`src/rtl/mips_multicycle_ctrl_if.sv`:
```
// Control/datapath bundle for the multicycle MIPS main controller.
//   master : the controller (drives strobes, mux selects and ALU control)
//   slave  : the datapath (drives instruction fields, zero flag, memory ready)
// Signals:
//   i_opcode/i_funct  instruction fields from IR
//   i_zf              ALU zero flag
//   i_mem_ready       memory completes the current access
//   o_*               datapath enables, mux selects, ALU control, debug state
interface mips_multicycle_ctrl_if;
    logic [5:0] i_opcode;
    logic [5:0] i_funct;
    logic       i_zf;
    logic       i_mem_ready;
    logic [3:0] o_alu_control;
    logic       o_alu_src_a;
    logic [1:0] o_alu_src_b;
    logic [1:0] o_pc_src;
    logic       o_pc_write;
    logic       o_iord;
    logic       o_mem_read;
    logic       o_mem_write;
    logic       o_ir_write;
    logic       o_reg_write;
    logic       o_reg_dst;
    logic       o_mem_to_reg;
    logic       o_illegal;
    logic [3:0] o_state;

    modport master (
        input  i_opcode, i_funct, i_zf, i_mem_ready,
        output o_alu_control, o_alu_src_a, o_alu_src_b, o_pc_src, o_pc_write, o_iord,
               o_mem_read, o_mem_write, o_ir_write, o_reg_write, o_reg_dst, o_mem_to_reg,
               o_illegal, o_state
    );

    modport slave (
        output i_opcode, i_funct, i_zf, i_mem_ready,
        input  o_alu_control, o_alu_src_a, o_alu_src_b, o_pc_src, o_pc_write, o_iord,
               o_mem_read, o_mem_write, o_ir_write, o_reg_write, o_reg_dst, o_mem_to_reg,
               o_illegal, o_state
    );
endinterface

```
`src/rtl/mips_multicycle_ctrl.sv`:
```
// Multicycle MIPS main control FSM. Sequences fetch/decode/execute/writeback,
// issues the 4-bit ALU control and all datapath enables/mux selects.
// Ports:
//   i_clk   rising-edge clock
//   i_rst   asynchronous active-high reset (state -> IDLE, all outputs 0)
//   bus     mips_multicycle_ctrl_if.master (instruction fields, zf, mem ready in;
//           strobes, selects, ALU control, illegal flag, debug state out)
// Parameters:
//   HALT_ON_ILLEGAL  1: illegal opcode/funct -> sticky HALT; 0: skip as NOP
// Configuration macro:
//   MIPS_CTRL_BNE_EN  when defined, bne (000101) branches on ~zf; otherwise illegal.
module mips_multicycle_ctrl #(
    parameter bit HALT_ON_ILLEGAL = 1'b1
) (
    input logic                   i_clk,
    input logic                   i_rst,
    mips_multicycle_ctrl_if.master bus
);

    typedef enum logic [3:0] {
        StIdle   = 4'd0,
        StFetch  = 4'd1,
        StDecode = 4'd2,
        StMemAdr = 4'd3,
        StMemRd  = 4'd4,
        StMemWb  = 4'd5,
        StMemWr  = 4'd6,
        StExec   = 4'd7,
        StAluWb  = 4'd8,
        StBranch = 4'd9,
        StAddiEx = 4'd10,
        StAddiWb = 4'd11,
        StJump   = 4'd12,
        StHalt   = 4'd13
    } state_e;

    localparam logic [3:0] AluAnd = 4'b0000;
    localparam logic [3:0] AluOr  = 4'b0001;
    localparam logic [3:0] AluAdd = 4'b0010;
    localparam logic [3:0] AluSub = 4'b0110;
    localparam logic [3:0] AluSlt = 4'b0111;
    localparam logic [3:0] AluNor = 4'b1100;

    localparam logic [5:0] OpRtype = 6'b000000;
    localparam logic [5:0] OpLw    = 6'b100011;
    localparam logic [5:0] OpSw    = 6'b101011;
    localparam logic [5:0] OpBeq   = 6'b000100;
    localparam logic [5:0] OpAddi  = 6'b001000;
    localparam logic [5:0] OpJ     = 6'b000010;
`ifdef MIPS_CTRL_BNE_EN
    localparam logic [5:0] OpBne   = 6'b000101;
`endif

    state_e state_q, state_d;

    logic [3:0] alu_control;
    logic       alu_src_a;
    logic [1:0] alu_src_b;
    logic [1:0] pc_src;
    logic       pc_write;
    logic       iord;
    logic       mem_read;
    logic       mem_write;
    logic       ir_write;
    logic       reg_write;
    logic       reg_dst;
    logic       mem_to_reg;
    logic       illegal;

    always_ff @(posedge i_clk or posedge i_rst) begin
        if (i_rst) begin
            state_q <= StIdle;
        end else begin
            state_q <= state_d;
        end
    end

    always_comb begin
        state_d     = StFetch;
        alu_control = 4'b0000;
        alu_src_a   = 1'b0;
        alu_src_b   = 2'b00;
        pc_src      = 2'b00;
        pc_write    = 1'b0;
        iord        = 1'b0;
        mem_read    = 1'b0;
        mem_write   = 1'b0;
        ir_write    = 1'b0;
        reg_write   = 1'b0;
        reg_dst     = 1'b0;
        mem_to_reg  = 1'b0;
        illegal     = 1'b0;

        case (state_q)
            StIdle: state_d = StFetch;
            StFetch: begin
                // PC+4 computed while the instruction is read; commit only on ready.
                mem_read    = 1'b1;
                alu_src_b   = 2'b01;
                alu_control = AluAdd;
                if (bus.i_mem_ready) begin
                    ir_write = 1'b1;
                    pc_write = 1'b1;
                    state_d  = StDecode;
                end else begin
                    state_d  = StFetch;
                end
            end
            StDecode: begin
                // Branch target precomputed into ALUOut.
                alu_src_b   = 2'b11;
                alu_control = AluAdd;
                case (bus.i_opcode)
                    OpRtype:     state_d = StExec;
                    OpLw, OpSw:  state_d = StMemAdr;
                    OpBeq:       state_d = StBranch;
`ifdef MIPS_CTRL_BNE_EN
                    OpBne:       state_d = StBranch;
`endif
                    OpAddi:      state_d = StAddiEx;
                    OpJ:         state_d = StJump;
                    default: begin
                        illegal = 1'b1;
                        state_d = HALT_ON_ILLEGAL ? StHalt : StFetch;
                    end
                endcase
            end
            StExec: begin
                alu_src_a = 1'b1;
                state_d   = StAluWb;
                case (bus.i_funct)
                    6'b100000: alu_control = AluAdd;
                    6'b100010: alu_control = AluSub;
                    6'b100100: alu_control = AluAnd;
                    6'b100101: alu_control = AluOr;
                    6'b101010: alu_control = AluSlt;
                    6'b100111: alu_control = AluNor;
                    default: begin
                        illegal = 1'b1;
                        state_d = HALT_ON_ILLEGAL ? StHalt : StFetch;
                    end
                endcase
            end
            StAluWb: begin
                reg_write = 1'b1;
                reg_dst   = 1'b1;
                state_d   = StFetch;
            end
            StMemAdr: begin
                alu_src_a   = 1'b1;
                alu_src_b   = 2'b10;
                alu_control = AluAdd;
                state_d     = (bus.i_opcode == OpLw) ? StMemRd : StMemWr;
            end
            StMemRd: begin
                mem_read = 1'b1;
                iord     = 1'b1;
                state_d  = bus.i_mem_ready ? StMemWb : StMemRd;
            end
            StMemWb: begin
                reg_write  = 1'b1;
                mem_to_reg = 1'b1;
                state_d    = StFetch;
            end
            StMemWr: begin
                mem_write = 1'b1;
                iord      = 1'b1;
                state_d   = bus.i_mem_ready ? StFetch : StMemWr;
            end
            StBranch: begin
                alu_src_a   = 1'b1;
                alu_control = AluSub;
                pc_src      = 2'b01;
`ifdef MIPS_CTRL_BNE_EN
                pc_write    = (bus.i_opcode == OpBne) ? ~bus.i_zf : bus.i_zf;
`else
                pc_write    = bus.i_zf;
`endif
                state_d     = StFetch;
            end
            StAddiEx: begin
                alu_src_a   = 1'b1;
                alu_src_b   = 2'b10;
                alu_control = AluAdd;
                state_d     = StAddiWb;
            end
            StAddiWb: begin
                reg_write = 1'b1;
                state_d   = StFetch;
            end
            StJump: begin
                pc_src   = 2'b10;
                pc_write = 1'b1;
                state_d  = StFetch;
            end
            StHalt: begin
                illegal = 1'b1;
                state_d = StHalt;
            end
            default: state_d = StFetch;
        endcase
    end

    assign bus.o_alu_control = alu_control;
    assign bus.o_alu_src_a   = alu_src_a;
    assign bus.o_alu_src_b   = alu_src_b;
    assign bus.o_pc_src      = pc_src;
    assign bus.o_pc_write    = pc_write;
    assign bus.o_iord        = iord;
    assign bus.o_mem_read    = mem_read;
    assign bus.o_mem_write   = mem_write;
    assign bus.o_ir_write    = ir_write;
    assign bus.o_reg_write   = reg_write;
    assign bus.o_reg_dst     = reg_dst;
    assign bus.o_mem_to_reg  = mem_to_reg;
    assign bus.o_illegal     = illegal;
    assign bus.o_state       = state_q;

endmodule
```
`src/flat_wrapper.sv`:
```
// flat-port wrapper written by rule: the top's interface ports become plain ports
module mips_multicycle_ctrl_flat 
#(
    parameter bit HALT_ON_ILLEGAL = 1'b1
)
  (i_clk, i_rst, bus_i_opcode, bus_i_funct, bus_i_zf, bus_i_mem_ready, bus_o_alu_control, bus_o_alu_src_a, bus_o_alu_src_b, bus_o_pc_src, bus_o_pc_write, bus_o_iord, bus_o_mem_read, bus_o_mem_write, bus_o_ir_write, bus_o_reg_write, bus_o_reg_dst, bus_o_mem_to_reg, bus_o_illegal, bus_o_state);
  mips_multicycle_ctrl_if bus_i ();
  input logic i_clk;
  input logic i_rst;
  input wire logic [$bits(bus_i.i_opcode)-1:0] bus_i_opcode;
  input wire logic [$bits(bus_i.i_funct)-1:0] bus_i_funct;
  input wire logic [$bits(bus_i.i_zf)-1:0] bus_i_zf;
  input wire logic [$bits(bus_i.i_mem_ready)-1:0] bus_i_mem_ready;
  output wire logic [$bits(bus_i.o_alu_control)-1:0] bus_o_alu_control;
  output wire logic [$bits(bus_i.o_alu_src_a)-1:0] bus_o_alu_src_a;
  output wire logic [$bits(bus_i.o_alu_src_b)-1:0] bus_o_alu_src_b;
  output wire logic [$bits(bus_i.o_pc_src)-1:0] bus_o_pc_src;
  output wire logic [$bits(bus_i.o_pc_write)-1:0] bus_o_pc_write;
  output wire logic [$bits(bus_i.o_iord)-1:0] bus_o_iord;
  output wire logic [$bits(bus_i.o_mem_read)-1:0] bus_o_mem_read;
  output wire logic [$bits(bus_i.o_mem_write)-1:0] bus_o_mem_write;
  output wire logic [$bits(bus_i.o_ir_write)-1:0] bus_o_ir_write;
  output wire logic [$bits(bus_i.o_reg_write)-1:0] bus_o_reg_write;
  output wire logic [$bits(bus_i.o_reg_dst)-1:0] bus_o_reg_dst;
  output wire logic [$bits(bus_i.o_mem_to_reg)-1:0] bus_o_mem_to_reg;
  output wire logic [$bits(bus_i.o_illegal)-1:0] bus_o_illegal;
  output wire logic [$bits(bus_i.o_state)-1:0] bus_o_state;
  assign bus_i.i_opcode = bus_i_opcode;
  assign bus_i.i_funct = bus_i_funct;
  assign bus_i.i_zf = bus_i_zf;
  assign bus_i.i_mem_ready = bus_i_mem_ready;
  assign bus_o_alu_control = bus_i.o_alu_control;
  assign bus_o_alu_src_a = bus_i.o_alu_src_a;
  assign bus_o_alu_src_b = bus_i.o_alu_src_b;
  assign bus_o_pc_src = bus_i.o_pc_src;
  assign bus_o_pc_write = bus_i.o_pc_write;
  assign bus_o_iord = bus_i.o_iord;
  assign bus_o_mem_read = bus_i.o_mem_read;
  assign bus_o_mem_write = bus_i.o_mem_write;
  assign bus_o_ir_write = bus_i.o_ir_write;
  assign bus_o_reg_write = bus_i.o_reg_write;
  assign bus_o_reg_dst = bus_i.o_reg_dst;
  assign bus_o_mem_to_reg = bus_i.o_mem_to_reg;
  assign bus_o_illegal = bus_i.o_illegal;
  assign bus_o_state = bus_i.o_state;
  mips_multicycle_ctrl #(.HALT_ON_ILLEGAL(HALT_ON_ILLEGAL)) u_core (.i_clk(i_clk), .i_rst(i_rst), .bus(bus_i));
endmodule
```
`config.mk`:
```
export PLATFORM = sky130hd
export DESIGN_NAME = mips_multicycle_ctrl_flat
export DESIGN_NICKNAME = d
export VERILOG_FILES = /design/src/rtl/mips_multicycle_ctrl_if.sv /design/src/rtl/mips_multicycle_ctrl.sv /design/src/flat_wrapper.sv
export SDC_FILE = /design/constraint.sdc
export NUM_CORES = 1
export LEC_CHECK = 0
export ABC_AREA = 1
export CAP_MARGIN = 20
export CORE_UTILIZATION = 33
export CTS_CLUSTER_DIAMETER = 150
export DETAILED_ROUTE_END_ITERATION = 8
export PLACE_DENSITY = 0.81
export SETUP_SLACK_MARGIN = 0.1
export SLEW_MARGIN = 20
export SYNTH_ARGS = -nofsm -noshare
export SYNTH_HDL_FRONTEND = slang
export SYNTH_SLANG_ARGS = --single-unit
```
`constraint.sdc`:
```
create_clock -name i_clk -period 1.2 [get_ports i_clk]
set_clock_uncertainty 0.15 [all_clocks]
set_input_delay 0.12 -clock i_clk [delete_from_list [all_inputs] [get_ports i_clk]]
set_output_delay 0.12 -clock i_clk [all_outputs]
set_load 0.01 [all_outputs]
```
==> results of run 1 <==
==> cells in the mapped netlist <==
cell type,n,area share
nor2_1,33,0.20
inv_1,23,0.14
nand2_1,21,0.13
nand3_1,19,0.15
dfrtp_1,4,0.16
nand2_2,4,0.040
o21ai_0,4,0.032
a21oi_1,3,0.024
nor2_2,3,0.030
nand3b_1,2,0.024
nor3_1,2,0.016
a211o_1,1,0.014
inv_2,1,0.0060
nand4_1,1,0.0099
nor3b_1,1,0.012
o2111ai_1,1,0.014
or2_2,1,0.0099
==> per-layer routing <==
metal  GRT overflow  global-route usage
met5              0                   0
met4             22              0.9394
met3              1              0.3968
met2             27              0.9429
met1              0              0.6771
==> repair_timing <==
action	4_1_cts
gates resized for setup	136
pin swaps	17
hold buffers	1
buffers inserted	13
setup endpoints to repair	26
endpoints found under the hold margin	4
==> per-stage QoR <==
step / setup slack [ps] / area (sq um) / hold WS (ps)
2_1_floorplan: -123.2 / 681.9 / -263.9
3_3_place_gp: -766.3 / 1316 / 152.6
3_5_place_dp: -831.3 / 1316 / 163.9
4_1_cts: -529.9 / 1558 / 478.3
==> logic make-up after synthesis <==
family                 Yosys count  synth area share
and+or+nand+nor                 87            0.6143
DFF                              4            0.1591
buffers and inverters           24            0.1431
AOI/OAI and AO/OA                9           0.08350
==> metrics, run 1 <==
run status=did not finish; Stopped at=global routing; First Error=[ERROR GRT-0232] Routing congestion too high. Check the congestion heatmap in the GUI.; synthesized flop and latch total=4; Avg Inst Size Synth=a little over 5 sq um; YS warnings=0; clock root buffer master=clkbuf_4; RePlAce Congestion=between 0.8 and 0.9; All-Layer GR Usage=0.7116; total grt overflow=50; Yosys cell types=17; Post-Syn Instances=124; I/O Buffers=37; mapped cell area=629.4 sq um; Chip Width=about 46 um; H-tree level count=1; worst_ep kind=primary output; Placed Instances=around 220; Die Height=45.67 um; Post-DP HPWL=between 2000 and 2500 um; I/O Pins=38; largest net degree at the start of global routing=7; Starting Density=0.3567; sequential area share after synthesis=0.1590; clk buf depth=2; worst setup endpoint GRT=bus_o_reg_write; syn_nets=140; clock sinks=4; TritonCTS Buffers=3; FP Rows=15
==> run 2, diff against run 1 <==
--- a/config.mk
+++ b/config.mk
@@ -7,11 +7,10 @@
 export LEC_CHECK = 0
 export ABC_AREA = 1
 export CAP_MARGIN = 20
-export CORE_UTILIZATION = 33
-export CTS_CLUSTER_DIAMETER = 150
+export CORE_AREA = 2 2 63 65
 export DETAILED_ROUTE_END_ITERATION = 8
-export PLACE_DENSITY = 0.81
-export SETUP_SLACK_MARGIN = 0.1
+export DIE_AREA = 0 0 65 67
+export PLACE_DENSITY_LB_ADDON = 0.15
 export SLEW_MARGIN = 20
 export SYNTH_ARGS = -nofsm -noshare
 export SYNTH_HDL_FRONTEND = slang
==> constraint.sdc (replaced) <==
create_clock -name i_clk -period 1.6 [get_ports i_clk]
set_clock_uncertainty 0.15 [all_clocks]
set_input_delay 0.16 -clock i_clk [delete_from_list [all_inputs] [get_ports i_clk]]
set_output_delay 0.16 -clock i_clk [all_outputs]
set_load 0.01 [all_outputs]
==> run 2 against run 1 <==
The flow now finishes, with violations (setup timing). Synthesized cell count stayed put. Area after synthesis unchanged.
==> metrics, run 2 <==
Chip Width=65 um (was 45.67 um); period utilization=1.089; pwr dens=1470 nW/um^2; RePlAce Congestion=0.9022 (was 0.8877); commonest non-fill, non-tap cells in the layout=buf_4 (33), nand2_1 (16), inv_1 (15); number of diodes=0; Starting Density=0.1745 (was 0.3567); I/O Buffers=37 (unchanged); sw frac=0.4731; First-pass DRT Iterations=4; commonest non-fill, non-tap cell in the layout=buf_4; multi-input logic area=about 650 sq um; RSZ-0062 raised after global routing=yes; ys async rst share=1.000 (unchanged); Vias/cell=between 4 and 5; I/O Pins=38 (unchanged); leading post-synthesis cells by cell area=nor2_1 (20%), dfrtp_1 (16%), nand3_1 (15%), inv_1 (14%), nand2_1 (13%) (unchanged); run status=complete, but fails checks (was did not finish); initial drt markers=20; Vias=about 1100; core area=between 3000 and 4000 sq um; Seq pwr share=0.118; VDD IR max=~0.0005 V; area leader, netlist=nor2_1 (unchanged); Comb power frac=0.791; final total power=approximately 2.3 mW; All-Layer GR Usage=0.1222; Pint=roughly 1.2 mW; Synth top area share=0.1968 (unchanged); Avg Inst Size Synth=5.075 sq um (unchanged); Post-Route WL=2707 um; worst slew pin tran=between 200 and 300 ps; clock root buffer master=clkbuf_8 (was clkbuf_4); clk buf depth=2 (unchanged); final cell count without fillers=around 250; max-capacitance violation count=0; CP arrival=around 1400 ps; required time of the critical path=1290 ps; mapped cell area=629.4 sq um (unchanged); Final Util=0.4400; endpoints failing setup=10; total grt overflow=0; TritonCTS Buffers=3 (unchanged); layout cell share with drive strength beyond 1=0.5805; clock sinks=4 (unchanged); sequential area share after synthesis=0.1590 (unchanged); FF/Latch Area=~110 sq um; syn_nets=140 (unchanged); fin crit period=between 1500 and 2000 ps; Die Footprint=around 4400 sq um; initial antenna violation count=0; fillcell total=368; Die Height=67 um (was 45.67 um); Slew headroom=0.8090; DR DRC count=0; synthesized flop and latch total=4 (unchanged); Final #Nets=around 220; first-pass GRT wire length=around 4200 um; Post-synth top cells=nor2_1 (33), inv_1 (23), nand2_1 (21), nand3_1 (19) (unchanged); fin. max-slew vios=0; Worst Setup End Kind=output pin; final hold violations=0; Post-DP HPWL=2116 um (was 2141 um); FP Rows=22 (was 15); number of synthesized flops with an enable pin=0 (unchanged); YS warnings=0 (unchanged); crit path launch type=flop; fmax=around 0.57 GHz; clock latency on the worst-skew pair=about 220 ps; clock slew at reported path FFs=30 ps; leakage power=between 0.8 and 0.9 nW; Crit Path Class=flop to output pin; Worst Hold Class=primary input to async pin; clock power share=0.090; max reg flops=4; Synth Flop Type=dfrtp_1 (unchanged); most frequent cell after synthesis=nor2_1 (unchanged); Hold Slack=around 540 ps; largest net degree at the start of global routing=8; failing checks=setup timing; Yosys cell types=17 (unchanged); Layout area overhead=152.1%; number of global-route vias before repair=986; Final ANT Viol Nets=0; Psw=about 1.1 mW; Placed Instances=246 (was 217); CTS tree=done; Post-Syn Instances=124 (unchanged); Worst Path Max Fanout=6; DR WL/cell=10.70 um; H-tree level count=1 (unchanged); final worst setup slack=-142.1 ps
run 2: cell counts after synthesis:
Identical to the previous run, type by type.
run 2: metal layers:
layer | part of all wire | global-route usage | vias up
li1 | - | - | 555
met1 | 0.42 | 0.1372 | 470
met2 | 0.54 | 0.2423 | 25
met3 | 0.036 | 0.006757 | 2
met4 | 0.0059 | 0.03989 | 0
met5 | 0 | 0 | -
run 2: final cells by class:
cell class | count | share of cell area
tap | 48 | 0.03785
clock buffer | 3 | 0.02603
multi-input combinational | 96 | 0.4069
inverter | 24 | 0.05836
sequential | 4 | 0.06625
timing repair buffer | 78 | 0.4046
run 2: logic make-up (layout without fill, tap and decap cells):
group | count (synthesis) | count (layout) | synth area share
AO/OA/AOI/OAI | 9 | 9 | 0.08350
AND/OR/NAND/NOR | 87 | 87 | 0.6143
buffers and inverters | 24 | 105 | 0.1431
flip-flops | 4 | 4 | 0.1591
run 2: stage by stage:
| stage | instance area, sq um | setup slack, ps | TNS [ps] |
|---|---|---|---|
| final | 1587 | -142.1 | -781.0 |
| after global routing | 1587 | -177.1 | -1699 |
| after detailed placement | 1338 | -490.2 | -4558 |
| after floorplan | 629.4 | 123.9 | 0 |
| after CTS | 1428 | -129.9 | -688.0 |
| after global placement | 1338 | -462.1 | -4402 |
run 2: final timing paths:
kind                       slack, ps               endpoint                   from  depth (start not counted)
min reg2reg                      640  u_core.bus.o_state[3]  u_core.bus.o_state[3]                          4
max                             -140     bus_o_alu_src_b[0]  u_core.bus.o_state[0]                          6
min                              540  u_core.bus.o_state[2]                  i_rst                          3
max in group asynchronous        600  u_core.bus.o_state[1]                  i_rst                          3
min in group i_clk               550  u_core.bus.o_state[3]        bus_i_opcode[2]                          3
max reg2reg                        0  u_core.bus.o_state[2]  u_core.bus.o_state[0]                          9
run 2: power groups by stage:
stage | clock (mW) | sequential (mW) | combinational (mW)
2_1_floorplan | 0 | 0.238 | 0.616
3_3_place_gp | 0 | 0.223 | 1.61
3_5_place_dp | 0 | 0.221 | 1.61
4_1_cts | 0.216 | 0.253 | 1.63
5_1_grt | 0.226 | 0.286 | 2.00
6_report | 0.211 | 0.276 | 1.85
run 2: worst max-delay path, stage by stage (launching register included):
cell and delay [ps]:
dfrtp_2 460, inv_2 80, nor2_2 150, nand2_4 90, buf_4 140, nand2_2 70
clkdlybuf4s15_2 220
run 2: what timing repair did:
item                       CTS  global route
setup endpoints to repair   20            22
gates cloned                 0             0
hold endpoints to repair     4             0
resized for setup          116            39
buffers inserted             0             3
pin swaps                    5            12
hold buffers                 1             0
Power figures use the tool's default switching activity.
